<file path="config.mk">
export PLATFORM = sky130hd
export DESIGN_NAME = mem_arbiter
export DESIGN_NICKNAME = d
export VERILOG_FILES = /design/src/rtl/mem_arbiter.sv
export SDC_FILE = /design/constraint.sdc
export NUM_CORES = 1
export LEC_CHECK = 0
export ABC_AREA = 1
export BUFFER_PORTS_ARGS = -buffer_cell sky130_fd_sc_hd__clkbuf_2
export CORE_MARGIN = 2
export CORE_UTILIZATION = 48
export DETAILED_ROUTE_END_ITERATION = 6
export GPL_ROUTABILITY_DRIVEN = 1
export PLACE_DENSITY = 0.78
export SLEW_MARGIN = 0
export SYNTH_ARGS = -nofsm -noshare
export SYNTH_HDL_FRONTEND = slang
export SYNTH_SLANG_ARGS = --single-unit
</file>
<file path="constraint.sdc">
create_clock -name clk -period 1.8 [get_ports clk]
set_input_delay 0.27 -clock clk [delete_from_list [all_inputs] [get_ports clk]]
set_output_delay 0.27 -clock clk [all_outputs]
set_load 0.005 [all_outputs]
</file>
<file path="src/rtl/mem_arbiter.sv">
// ---------------------------------------------------------------------------
// mem_arbiter
//
// Purpose:
//   Two-port round-robin arbiter in front of a single-ported memory with a
//   combinational read path. Every transaction takes three cycles:
//   IDLE (arbitrate and latch) -> ACCESS (one memory strobe) -> DONE (ack).
//   The winner's request is latched on grant, so a requester may drop req
//   after it has been granted and the access still completes.
//
// Parameters:
//   DEPTH   number of memory words (valid addresses 0..DEPTH-1)
//   DATA_W  data and address width
//
// Ports:
//   clk, rst_n            clock; asynchronous active-low reset
//   req0/req1             access request per port
//   we0/we1               1 = write, 0 = read
//   addr0/addr1           word address per port
//   wdata0/wdata1         write data per port
//   ack0/ack1             one-cycle completion pulse (DONE cycle)
//   rdata0/rdata1         registered read data, held until the next read
//   mem_addr/mem_wdata    shared memory address / write data (0 outside ACCESS)
//   mem_write/mem_read    shared memory strobes (ACCESS cycle only)
//   mem_rdata             combinational read data from memory
//   busy                  high whenever the FSM is not in IDLE
//   err                   (ARB_RANGE_CHECK_EN only) pulses with ack when the
//                         granted address was >= DEPTH
//
// Build option:
//   `define ARB_RANGE_CHECK_EN to add the address range check and err port.
//   Without it every address is passed to memory unchecked.
// ---------------------------------------------------------------------------
module mem_arbiter #(
  parameter int DEPTH  = 32,
  parameter int DATA_W = 32
) (
  input  logic              clk,
  input  logic              rst_n,
  input  logic              req0,
  input  logic              req1,
  input  logic              we0,
  input  logic              we1,
  input  logic [DATA_W-1:0] addr0,
  input  logic [DATA_W-1:0] addr1,
  input  logic [DATA_W-1:0] wdata0,
  input  logic [DATA_W-1:0] wdata1,
  output logic              ack0,
  output logic              ack1,
  output logic [DATA_W-1:0] rdata0,
  output logic [DATA_W-1:0] rdata1,
  output logic [DATA_W-1:0] mem_addr,
  output logic [DATA_W-1:0] mem_wdata,
  output logic              mem_write,
  output logic              mem_read,
  input  logic [DATA_W-1:0] mem_rdata,
  output logic              busy
`ifdef ARB_RANGE_CHECK_EN
  ,
  output logic              err
`endif
);

  typedef enum logic [1:0] {
    IDLE   = 2'd0,
    ACCESS = 2'd1,
    DONE   = 2'd2
  } state_t;

  state_t            state;
  state_t            state_next;

  logic              any_req;
  logic              gnt_next;
  logic              gnt;
  logic              lg;
  logic              lat_we;
  logic [DATA_W-1:0] lat_addr;
  logic [DATA_W-1:0] lat_wdata;
  logic              addr_ok;

  assign any_req = req0 | req1;

  // Round-robin pick. On a tie the port that did not win last time goes
  // next; otherwise the single requester wins. With no request the value
  // is irrelevant because nothing is latched.
  always_comb begin
    if (req0 && req1) begin
      gnt_next = ~lg;
    end else begin
      gnt_next = req1;
    end
  end

`ifdef ARB_RANGE_CHECK_EN
  // Compare one bit wider than the address so DEPTH == 2**DATA_W still works.
  localparam logic [DATA_W:0] DEPTH_EXT = (DATA_W + 1)'(DEPTH);

  assign addr_ok = ({1'b0, lat_addr} < DEPTH_EXT);
`else
  assign addr_ok = 1'b1;
`endif

  // State register.
  always_ff @(posedge clk or negedge rst_n) begin
    if (!rst_n) begin
      state <= IDLE;
    end else begin
      state <= state_next;
    end
  end

  // Next-state logic. Requests are only looked at in IDLE, so a requester
  // still holding req during DONE is seen again in the following IDLE.
  always_comb begin
    state_next = state;
    case (state)
      IDLE:    if (any_req) state_next = ACCESS;
      ACCESS:  state_next = DONE;
      DONE:    state_next = IDLE;
      default: state_next = IDLE;
    endcase
  end

  // Grant and request latch. lg resets to 1 so port 0 wins the first tie.
  always_ff @(posedge clk or negedge rst_n) begin
    if (!rst_n) begin
      lg        <= 1'b1;
      gnt       <= 1'b0;
      lat_we    <= 1'b0;
      lat_addr  <= '0;
      lat_wdata <= '0;
    end else if (state == IDLE && any_req) begin
      lg        <= gnt_next;
      gnt       <= gnt_next;
      lat_we    <= gnt_next ? we1    : we0;
      lat_addr  <= gnt_next ? addr1  : addr0;
      lat_wdata <= gnt_next ? wdata1 : wdata0;
    end
  end

  // Read data capture at the end of ACCESS. Writes and rejected addresses
  // leave both rdata registers untouched.
  always_ff @(posedge clk or negedge rst_n) begin
    if (!rst_n) begin
      rdata0 <= '0;
      rdata1 <= '0;
    end else if (state == ACCESS && !lat_we && addr_ok) begin
      if (gnt) begin
        rdata1 <= mem_rdata;
      end else begin
        rdata0 <= mem_rdata;
      end
    end
  end

  // Outputs decoded from state. The memory bus is driven only during an
  // accepted ACCESS cycle and is all-zero otherwise.
  always_comb begin
    mem_read  = 1'b0;
    mem_write = 1'b0;
    mem_addr  = '0;
    mem_wdata = '0;
    ack0      = 1'b0;
    ack1      = 1'b0;
    busy      = (state != IDLE);
`ifdef ARB_RANGE_CHECK_EN
    err       = 1'b0;
`endif
    case (state)
      ACCESS: begin
        if (addr_ok) begin
          mem_write = lat_we;
          mem_read  = ~lat_we;
          mem_addr  = lat_addr;
          mem_wdata = lat_wdata;
        end
      end
      DONE: begin
        ack0 = ~gnt;
        ack1 = gnt;
`ifdef ARB_RANGE_CHECK_EN
        err  = ~addr_ok;
`endif
      end
      default: begin
      end
    endcase
  end

endmodule

</file>
# Word-level counts from Yosys, hierarchy flattened
# Cells that the tools add are included.
# classes
eq_ne	3
muxes	12
bitwise	4
reduce_logical	8
# op_table
operator	n
32-bit 2-to-1 mux	4
1-bit 2-to-1 mux	6
2-bit case mux with 2 select lines	1
2-bit AND reduction	2
1-bit logical AND	3
1-bit NOT	3
2-bit by 1-bit == test with 1-bit output, second input constant	1
2-bit == test, second input constant	1
2-bit logical NOT	1
2-bit 2-to-1 mux	1
2-bit != test, second input constant	1
2-bit nonzero test	1
1-bit logical NOT	1
1-bit bitwise OR	1
# totals
regBits	133
inputBits	166
output_inout_bits	133
elab_cells	35

# Logic depth before layout (Yosys ltp)
# Gate-level depths: netlist (run 1).
# logic_depth
word_depth	3
depth_mapped	8
mapped_depth_nobuf	6

# Worst setup path after synthesis (run 1)
# OpenSTA, ideal clock, no wires.
# synth_path
path_type	reg2reg
start	register lg
end	register lat_wdata[17]
setup_time_ns	0.118
arrival_ns	1.258
required_ns	1.682
path_slack_ns	0.424
path_stages_with_launch	8
path_buffers	2
period_less_slack_ns	1.376
cell_sequence	dfstp_2 nand2_1 nand2_1 buf_2 buf_1 nand2_1 nand3_1 nand2_1
# synth_via
elab_chain_cells	3
# synth_rtl
element	line	rtl
from (decl)	76	logic lg;
from (signal assigned)	134	lg <= gnt_next;
1-bit NOT	89	gnt_next = ~lg;
1-bit 2-to-1 mux	88	if (req0 && req1) begin
32-bit 2-to-1 mux	138	lat_wdata <= gnt_next ? wdata1 : wdata0;
to (signal assigned)	138	
to (decl)	79	logic [DATA_W-1:0] lat_wdata;
# Every way passes these cells.
# A chain may end at the register's enable or synchronous reset.

# Worst setup path after layout (run 1)
# layout_path
start	register state[1]
end	output port mem_addr[17]
# layout_via
elab_chain_cells	2
# layout_rtl
element	line	rtl
from (decl)	70	state_t state;
from (signal assigned)	109	state <= state_next;
2-bit by 1-bit == test with 1-bit output	170	case (state)
32-bit 2-to-1 mux	170	
to (decl)	52	output logic [DATA_W-1:0] mem_addr,
# Every way passes these cells.

==> results.md, run 1 <==
* CP bufs+invs at 3
* Total GRT Usage at 26.63%
* Antenna violations before repair at 0
* CTS tree: yes
* RSZ-0062 raised after global routing: yes
* Port buffer count at 298
* WL met1 at 8554 um
* Setup Skew at 0.007075 ns
* R2R Path End: rdata0[15]
* Peak VDD IR at 773.7 uV
* Crit-path slowest cell: dfrtp_1
* Worst-margin pin slew at 0.4952 ns
* Critical path depth at 5
* Uppermost layer routed: met4
* Final period utilization at 96.14%
* Post-synth top area share at 47.33%
* Area Growth Syn to Fin at 34.31%
* CTS H-tree depth at 4
* Final Instance Count excl. Fillers at 1474
* Crit path max fanout at 23
* Routed vias at 7274
* # Max-Cap Violations at 0
* Setup crit start kind: register
* Ant diodes at 0
* # nets final at 1443
* Ys Warns at 0
* Chip Width at 124.6 um
* Inst Count DP at 1439
* Syn_nets at 1165
* Post-route DRC at 0
* Register-to-register setup slack at 0.27 ns
* Clock root buffer: clkbuf_16
* Crit path kind: register to output port
* CP top delay family: flip-flops
* First-pass iteration count of the detailed router at 5
* Slew Limit Fails at 0
* Relative max-transition margin at 66.98%
* Worst skew pair latency at 0.42 ns
* Crit path DAT at 1.46 ns
* #FFs+latches synth at 133
* Overflow after GRT at 0
* Vias per cell at 4.935
* Area contributors post-synth: dfrtp_1 (47%), nand2_1 (18%), inv_1 (11%), nand3_1 (9.5%), nand4_1 (5.8%)
* R2R Path Start: state[1]
* Syn Inst Count at 999
* Leak Pwr at 5.862 nW
* CP endpoint kind: output port
* Initial Util at 48.57%
* Routability congestion estimate at 0.8708
* Critical-path cell list: nor2_4 > inv_4 > buf_12 > nor2_2 > clkbuf_2
* Clock transition at path regs at 0.06 ns
* DR WL met3 at 1450 um
* Routed wire length at 20460 um
* Max clock buf depth at 2
* Final Hold Viols at 0
* Met2 wire length at 9798 um
* Detailed placement HPWL at 14540 um
* Antenna Nets Post-Route at 0
* Syn avg cell area at 6.986 um2
* Min-delay src: mem_rdata[23]
* Layout cells sized above 1 at 29.77%
* Vias in the first global route at 6898
* Hold EP: rdata0[23]
* R2r worst-path depth at 5
* Placed inst area at 8703 um2
* Per-cell routed wire length at 13.88 um
* Cell Area, Synth at 6979 um2
* Worst Path Required at 1.53 ns
* Final instance area at 9374 um2
* 1st-iter DRT viols at 433
* Max Freq at 577.9 MHz
* Hold Crit Depth at 3
* Num CTS Buffers at 17
* Seq/Total Area, Yosys at 47.71%
* Min-Delay Path Class: input pin to register
* Crit path time final at 1.730 ns
* Max incr delay on CP at 0.40 ns
* IO Pins at 299
* Full die area at 15520 um2
* Outcome: completed
* First-pass GRT wire length at 33290 um
* Dpl ws at 0.3695 ns
* Layout Utilization at 65.24%
* CORE AREA at 14370 um2
* Pin count of the biggest net entering global routing at 67
* Die height at 124.6 um
* Hold slack final at 0.1012 ns
* Final Total Pwr at 15.60 mW
* Final setup vio count at 0
* Fin Setup TNS at 0 ns
* Largest area contributor in the netlist: dfrtp_1
* Distinct cell type count after synthesis at 16
* Core Rows at 44
* Sink Count at 133
* Pwr/cell area at 1664 nW/um2
* Final worst slack at 0.06951 ns
-- timing repair --
action	in CTS	in global routing
hold endpoints to repair	37	0
pin swaps	1	1
setup buffers	2	0
hold buffers	1	0
resized for setup	6	13
setup endpoints to repair	59	51
-- report_power, final --
| group | internal [mW] | switching (mW) | total, mW |
|---|---|---|---|
| clock network | 2.21 | 1.31 | 3.51 |
| logic | 2.57 | 4.13 | 6.69 |
| registers | 4.52 | 0.871 | 5.39 |
| total | 9.29 | 6.31 | 15.6 |
-- worst reg2reg max path: stages, from the launching register on --
cell and delay [ns]:
dfrtp_1 0.40, nor2_4 0.15, buf_4 0.14, buf_4 0.43, nand4_1 0.23, nand2_1 0.12
-- cell families after synthesis --
kind of cell	Yosys count	share of synthesized area, %
simple gates	596	36.93
buf+inv	269	15.29
flops	133	47.71
compound gates	1	0.07164
-- routing by layer --
| layer | track usage, % | up-vias |
|---|---|---|
| met5 | 0 | - |
| met4 | 11.63 | 0 |
| met3 | 5.885 | 47 |
| met2 | 44.33 | 310 |
| met1 | 33.44 | 3333 |
| li1 | - | 3584 |
-- synth_stat cells, drive strengths merged --
master / n
nand2: 328
inv: 200
dfrtp: 132
nand3: 132
nor2: 69
nand4: 65
buf: 38
clkbuf: 31
nor3: 2
dfstp: 1
o21ai: 1
-- sequential cells by signal, indices dropped and copies added, names as in the netlist --
name       count
gnt            1
lat_addr      32
lat_wdata     32
lat_we         1
lg             1
rdata0        32
rdata1        32
state          2
-- cells in the final DEF (no fill, tap or decap) --
cell type / count
inv_4: 1
nand3_1: 132
clkbuf_1: 1
dfstp_2: 1
nand2_2: 2
buf_4: 20
inv_2: 4
bufinv_16: 3
o21ai_0: 1
dlygate4sd3_1: 1
clkbuf_16: 17
dfrtp_2: 1
clkbuf_2: 297
clkinvlp_4: 4
inv_1: 195
nor2_2: 15
nor2_1: 52
clkbuf_8: 1
nand2_1: 326
clkinv_2: 4
buf_12: 8
nand4_1: 65
buf_6: 2
nor3_1: 2
clkinv_4: 2
dfrtp_1: 131
nor2_4: 2
-- worst max-delay path by stage --
stage / from / to / slack (ns)
3_5_place_dp: state[0] / mem_wdata[9] / 0.37
6_report: state[1] / mem_addr[17] / 0.07
5_1_grt: state[1] / mem_wdata[17] / -0.01
3_3_place_gp: gnt / rdata0[15] / 0.40
4_1_cts: state[0] / mem_addr[24] / 0.02
2_1_floorplan: lg / lat_wdata[17] / 0.42
-- final cells by class --
class	count	area (um2)
fillers	1313	4995
flip-flops and latches	133	3331
multi-input cells	597	2630
repair buffers	328	1829
inverters	200	753.2
clock buffers	19	442.9
well taps	184	230.2
clock inverters	13	157.7
No activity file was read; power rests on OpenSTA's default activity.
==> run 2, diff against run 1 <==
--- a/config.mk
+++ b/config.mk
@@ -12,6 +12,7 @@
 export DETAILED_ROUTE_END_ITERATION = 6
 export GPL_ROUTABILITY_DRIVEN = 1
 export PLACE_DENSITY = 0.78
+export REMOVE_ABC_BUFFERS = 1
 export SLEW_MARGIN = 0
 export SYNTH_ARGS = -nofsm -noshare
 export SYNTH_HDL_FRONTEND = slang
==> results.md, run 2 (synthesis results as in run 1) <==
* Per-cell routed wire length at 14.10 um
* Register-to-register setup slack at 0.18 ns
* Inst Count DP at 1432
* Routed wire length at 20720 um
* CP endpoint kind: output port
* Antenna Nets Post-Route at 0
* Max clock buf depth at 2
* Peak VDD IR at 779.6 uV
* Ant diodes at 0
* Leak Pwr at 5.865 nW
* CORE AREA at 14370 um2
* Final Hold Viols at 0
* Total GRT Usage at 26.72%
* Setup crit start kind: register
* Min-Delay Path Class: input pin to register
* Full die area at 15520 um2
* Port buffer count at 298
* Most common cell after layout, fill and taps aside: nand2_1
* Relative max-transition margin at 63.60%
* Filler cells at 1278
* IO Pins at 299
* Crit path max fanout at 28
* Clock root buffer: clkbuf_16
* Post-route DRC at 0
* Hold Crit Depth at 3
* Final instance area at 9404 um2
* Area Growth Syn to Fin at 34.74%
* Crit-path slowest cell: dfrtp_1
* Initial Util at 48.57%
* Detailed placement HPWL at 13820 um
* CP bufs+invs at 4
* Crit path kind: register to output port
* Sink Count at 133
* Routed vias at 7275
* CTS H-tree depth at 4
* Pwr/cell area at 1676 nW/um2
* Final setup vio count at 0
* Setup Skew at 0.01333 ns
* Worst Path Required at 1.53 ns
* Core Rows at 44
* Dpl ws at 0.2736 ns
* Die height at 124.6 um
* Pin count of the biggest net entering global routing at 68
* Vias in the first global route at 6814
* Switch Pwr at 6.343 mW
* Outcome: completed
* R2r worst-path depth at 8
* Final period utilization at 97.57%
* Max Freq at 569.4 MHz
* Slew Limit Fails at 0
* Overflow after GRT at 0
* First-pass iteration count of the detailed router at 4
* # nets final at 1439
* Layout cells sized above 1 at 29.57%
* Seq pwr share at 34.3%
* RSZ-0062 raised after global routing: yes
* Crit path DAT at 1.49 ns
* Routability congestion estimate at 0.8550
* CP top delay family: buffers and inverters
* Worst-margin pin slew at 0.5460 ns
* CTS tree: yes
* Antenna violations before repair at 0
* Crit path time final at 1.756 ns
* Hold slack final at 0.1012 ns
* Clk pwr share at 22.2%
* Clock transition at path regs at 0.06 ns
* Max incr delay on CP at 0.36 ns
* Cell Int Power at 9.423 mW
* Placed inst area at 8651 um2
* Net Sw Frac at 40.23%
* Vias per cell at 4.952
* Final worst slack at 0.04375 ns
* 1st-iter DRT viols at 512
* First-pass GRT wire length at 33590 um
* # Max-Cap Violations at 0
* Commonest cells after routing, fill and taps aside: nand2_1 (326), clkbuf_2 (297), inv_1 (195), nand3_1 (132), dfrtp_1 (132)
* Logic pwr share at 43.5%
* Chip Width at 124.6 um
* Worst skew pair latency at 0.42 ns
* Num CTS Buffers at 17
* Critical-path cell list: inv_2 > nor2_4 > inv_4 > buf_12 > nor2_1 > clkbuf_2
* Final Instance Count excl. Fillers at 1469
* Critical path depth at 6
[run 2: final cells by class]
| class | count | area [um2] | share of cell area (%) |
|---|---|---|---|
| clock buffers | 23 | 467.9 | 4.976 |
| clock inverters | 8 | 125.1 | 1.330 |
| inverters | 200 | 753.2 | 8.010 |
| multi-input cells | 597 | 2653 | 28.21 |
| flip-flops and latches | 133 | 3329 | 35.40 |
| well taps | 184 | 230.2 | 2.448 |
| repair buffers | 324 | 1846 | 19.62 |
[run 2: repair_timing]
item                                    CTS  global route
gates resized for setup                  11            17
hold endpoints to repair                 31             0
hold buffers                              1             0
cloned                                    1             1
buffers inserted                          2             1
endpoints found under the setup margin   42            51
pin swaps                                 1             0
[run 2: power groups by stage]
stage | combinational [mW] | clock, mW | sequential [mW]
after detailed placement | 6.47 | 0 | 5.40
after global placement | 6.32 | 0 | 5.38
after floorplan | 3.42 | 0 | 5.34
final | 6.85 | 3.50 | 5.42
after global routing | 7.69 | 3.68 | 5.59
after CTS | 6.68 | 3.55 | 5.40
[run 2: worst paths after layout]
check / end / startpoint
max: mem_wdata[24] / state[0]
min: rdata1[23] / mem_rdata[23]
max reg2reg: rdata0[20] / state[0]
min reg2reg: rdata0[19] / rdata0[19]
max in group asynchronous: rdata0[13] / rst_n
min in group asynchronous: rdata1[30] / rst_n
[run 2: per-layer routing]
| metal | up-vias | part of all wire (%) | GRT usage [%] |
|---|---|---|---|
| met2 | 320 | 49 | 43.91 |
| li1 | 3574 | - | - |
| met1 | 3359 | 42 | 35.63 |
| met3 | 22 | 8.1 | 6.486 |
| met4 | 0 | 1.4 | 7.072 |
| met5 | - | 0 | 0 |
[run 2: metrics by stage]
stage	setup TNS [ns]	util, %	power [mW]
3_5_place_dp	0	60.21	11.87
5_1_grt	-0.8254	65.45	16.96
2_1_floorplan	-268.11	-	8.762
3_3_place_gp	0	60.21	11.69
4_1_cts	0	64.89	15.63
6_report	0	65.45	15.77
[run 2: worst register-to-register path: cells and delay by family (launching register included)]
kind                   cells  cell delay (ns)
flip-flops                 1             0.36
AND/OR/NAND/NOR            4             0.43
buffers and inverters      4             0.71
==> run 3, diff against run 2 <==
--- a/config.mk
+++ b/config.mk
@@ -9,6 +9,7 @@
 export BUFFER_PORTS_ARGS = -buffer_cell sky130_fd_sc_hd__clkbuf_2
 export CORE_MARGIN = 2
 export CORE_UTILIZATION = 48
+export CTS_BUF_LIST = sky130_fd_sc_hd__clkbuf_4 sky130_fd_sc_hd__clkbuf_8 sky130_fd_sc_hd__clkbuf_16
 export DETAILED_ROUTE_END_ITERATION = 6
 export GPL_ROUTABILITY_DRIVEN = 1
 export PLACE_DENSITY = 0.78
==> results.md, run 3 (synthesis results as in run 1) <==
* Layout Utilization at 65.61%
* Overflow after GRT at 0
* Most common cell after layout, fill and taps aside: nand2_1
* Peak VDD IR at 832.0 uV
* Area Growth Syn to Fin at 35.08%
* Vias per cell at 4.941
* Detailed placement HPWL at 13820 um
* First-pass GRT wire length at 33260 um
* Clk pwr share at 22.5%
* Filler cells at 1274
* # Max-Cap Violations at 0
* # nets final at 1438
* Routability congestion estimate at 0.8550
* Max clock buf depth at 2
* CTS tree: yes
* RSZ-0062 raised after global routing: yes
* Setup crit start kind: register
* Layout cells sized above 1 at 30.30%
* Final period utilization at 98.63%
* CTS H-tree depth at 4
* Commonest cells after routing, fill and taps aside: nand2_1 (326), clkbuf_2 (296), inv_1 (195), nand3_1 (132), dfrtp_1 (132)
* Final Hold Viols at 0
* Pwr/cell area at 1684 nW/um2
* Per-cell routed wire length at 14.23 um
* Core Rows at 44
* IO Pins at 299
* First-pass iteration count of the detailed router at 6
* Switch Pwr at 6.394 mW
* Num CTS Buffers at 17
* Cell Int Power at 9.478 mW
* Net Sw Frac at 40.29%
* Max Freq at 563.3 MHz
* Slew Limit Fails at 0
* Sink Count at 133
* 1st-iter DRT viols at 520
* Antenna Nets Post-Route at 0
* Crit path DAT at 1.51 ns
* Crit path max fanout at 9
* Routed wire length at 20890 um
* Logic pwr share at 43.4%
* Min-Delay Path Class: input pin to register
* Clock root buffer: clkbuf_16
* Leak Pwr at 5.875 nW
* Crit path kind: register to output port
* Worst skew pair latency at 0.42 ns
* Chip Width at 124.6 um
* Inst Count DP at 1432
* Full die area at 15520 um2
* Post-route DRC at 0
* Worst Path Required at 1.53 ns
* Total GRT Usage at 26.33%
* Final setup vio count at 0
* Outcome: completed
* Relative max-transition margin at 63.67%
* Seq pwr share at 34.2%
* Clock transition at path regs at 0.05 ns
* CORE AREA at 14370 um2
* CP endpoint kind: output port
* Antenna violations before repair at 0
* Final Instance Count excl. Fillers at 1468
* Ant diodes at 0
* Routed vias at 7254
* Initial Util at 48.57%
* Vias in the first global route at 6741
* Worst-margin pin slew at 0.5449 ns
* Crit path time final at 1.775 ns
* Hold slack final at 0.1107 ns
* Die height at 124.6 um
* Register-to-register setup slack at 0.16 ns
* Pin count of the biggest net entering global routing at 68
* Setup Skew at 0.009798 ns
* Port buffer count at 298
-- run 3: worst paths after layout --
check | from | end | depth (start not counted)
worst max-delay path | state[0] | mem_wdata[5] | 6
worst min-delay path | mem_rdata[17] | rdata0[17] | 3
worst max register to register | state[0] | rdata1[2] | 8
worst min register to register | rdata0[19] | rdata0[19] | 2
max in group asynchronous | rst_n | rdata1[16] | 3
min in group asynchronous | rst_n | rdata1[30] | 2
-- run 3: what timing repair did --
action                                 in CTS  in global routing
endpoints found under the hold margin      31                  0
setup buffers                               1                  0
pin swaps                                   1                  0
setup endpoints to repair                  41                 64
cloned                                      0                  3
resized for setup                           8                 26
hold buffers                                1                  0
-- run 3: area by class of cell --
| type | instances | area (um2) | area share (%) |
|---|---|---|---|
| Sequential cell | 133 | 3329 | 35.32 |
| Multi-Input combinational cell | 597 | 2668 | 28.29 |
| Timing Repair Buffer | 323 | 1839 | 19.51 |
| Inverter | 200 | 753.2 | 7.989 |
| Clock buffer | 23 | 483.0 | 5.123 |
| Tap cell | 184 | 230.2 | 2.442 |
| Clock inverter | 8 | 125.1 | 1.327 |
-- run 3: per-stage QoR --
step | setup WS, ns | power (mW) | TNS [ns] | area (um2)
2_1_floorplan | -1.539 | 8.762 | -268.11 | 6663
3_3_place_gp | 0.3402 | 11.69 | 0 | 8651
3_5_place_dp | 0.2736 | 11.87 | 0 | 8651
4_1_cts | 0.01429 | 15.56 | 0 | 9296
5_1_grt | -0.04533 | 17.05 | -0.9075 | 9428
6_report | 0.02470 | 15.87 | 0 | 9428
-- run 3: power groups by stage --
| stage | registers [mW] | logic (mW) | clock network (mW) |
|---|---|---|---|
| 5_1_grt | 5.60 | 7.71 | 3.74 |
| 4_1_cts | 5.40 | 6.55 | 3.61 |
| 2_1_floorplan | 5.34 | 3.42 | 0 |
| 3_3_place_gp | 5.38 | 6.32 | 0 |
| 3_5_place_dp | 5.40 | 6.47 | 0 |
| 6_report | 5.42 | 6.88 | 3.56 |
-- run 3: routing by layer --
metal | part of all wire (%) | global-route usage, %
met5 | 0 | 0
met4 | 1.3 | 7.138
met3 | 7.6 | 5.842
met2 | 48 | 43.30
met1 | 43 | 35.35
-- run 3: worst max-delay path, stage by stage (launching register included) --
cell and delay, ns:
dfrtp_1 0.37, inv_2 0.07, nor2_4 0.13, inv_4 0.09, clkbuf_16 0.18, nor2_1 0.11
clkbuf_2 0.12
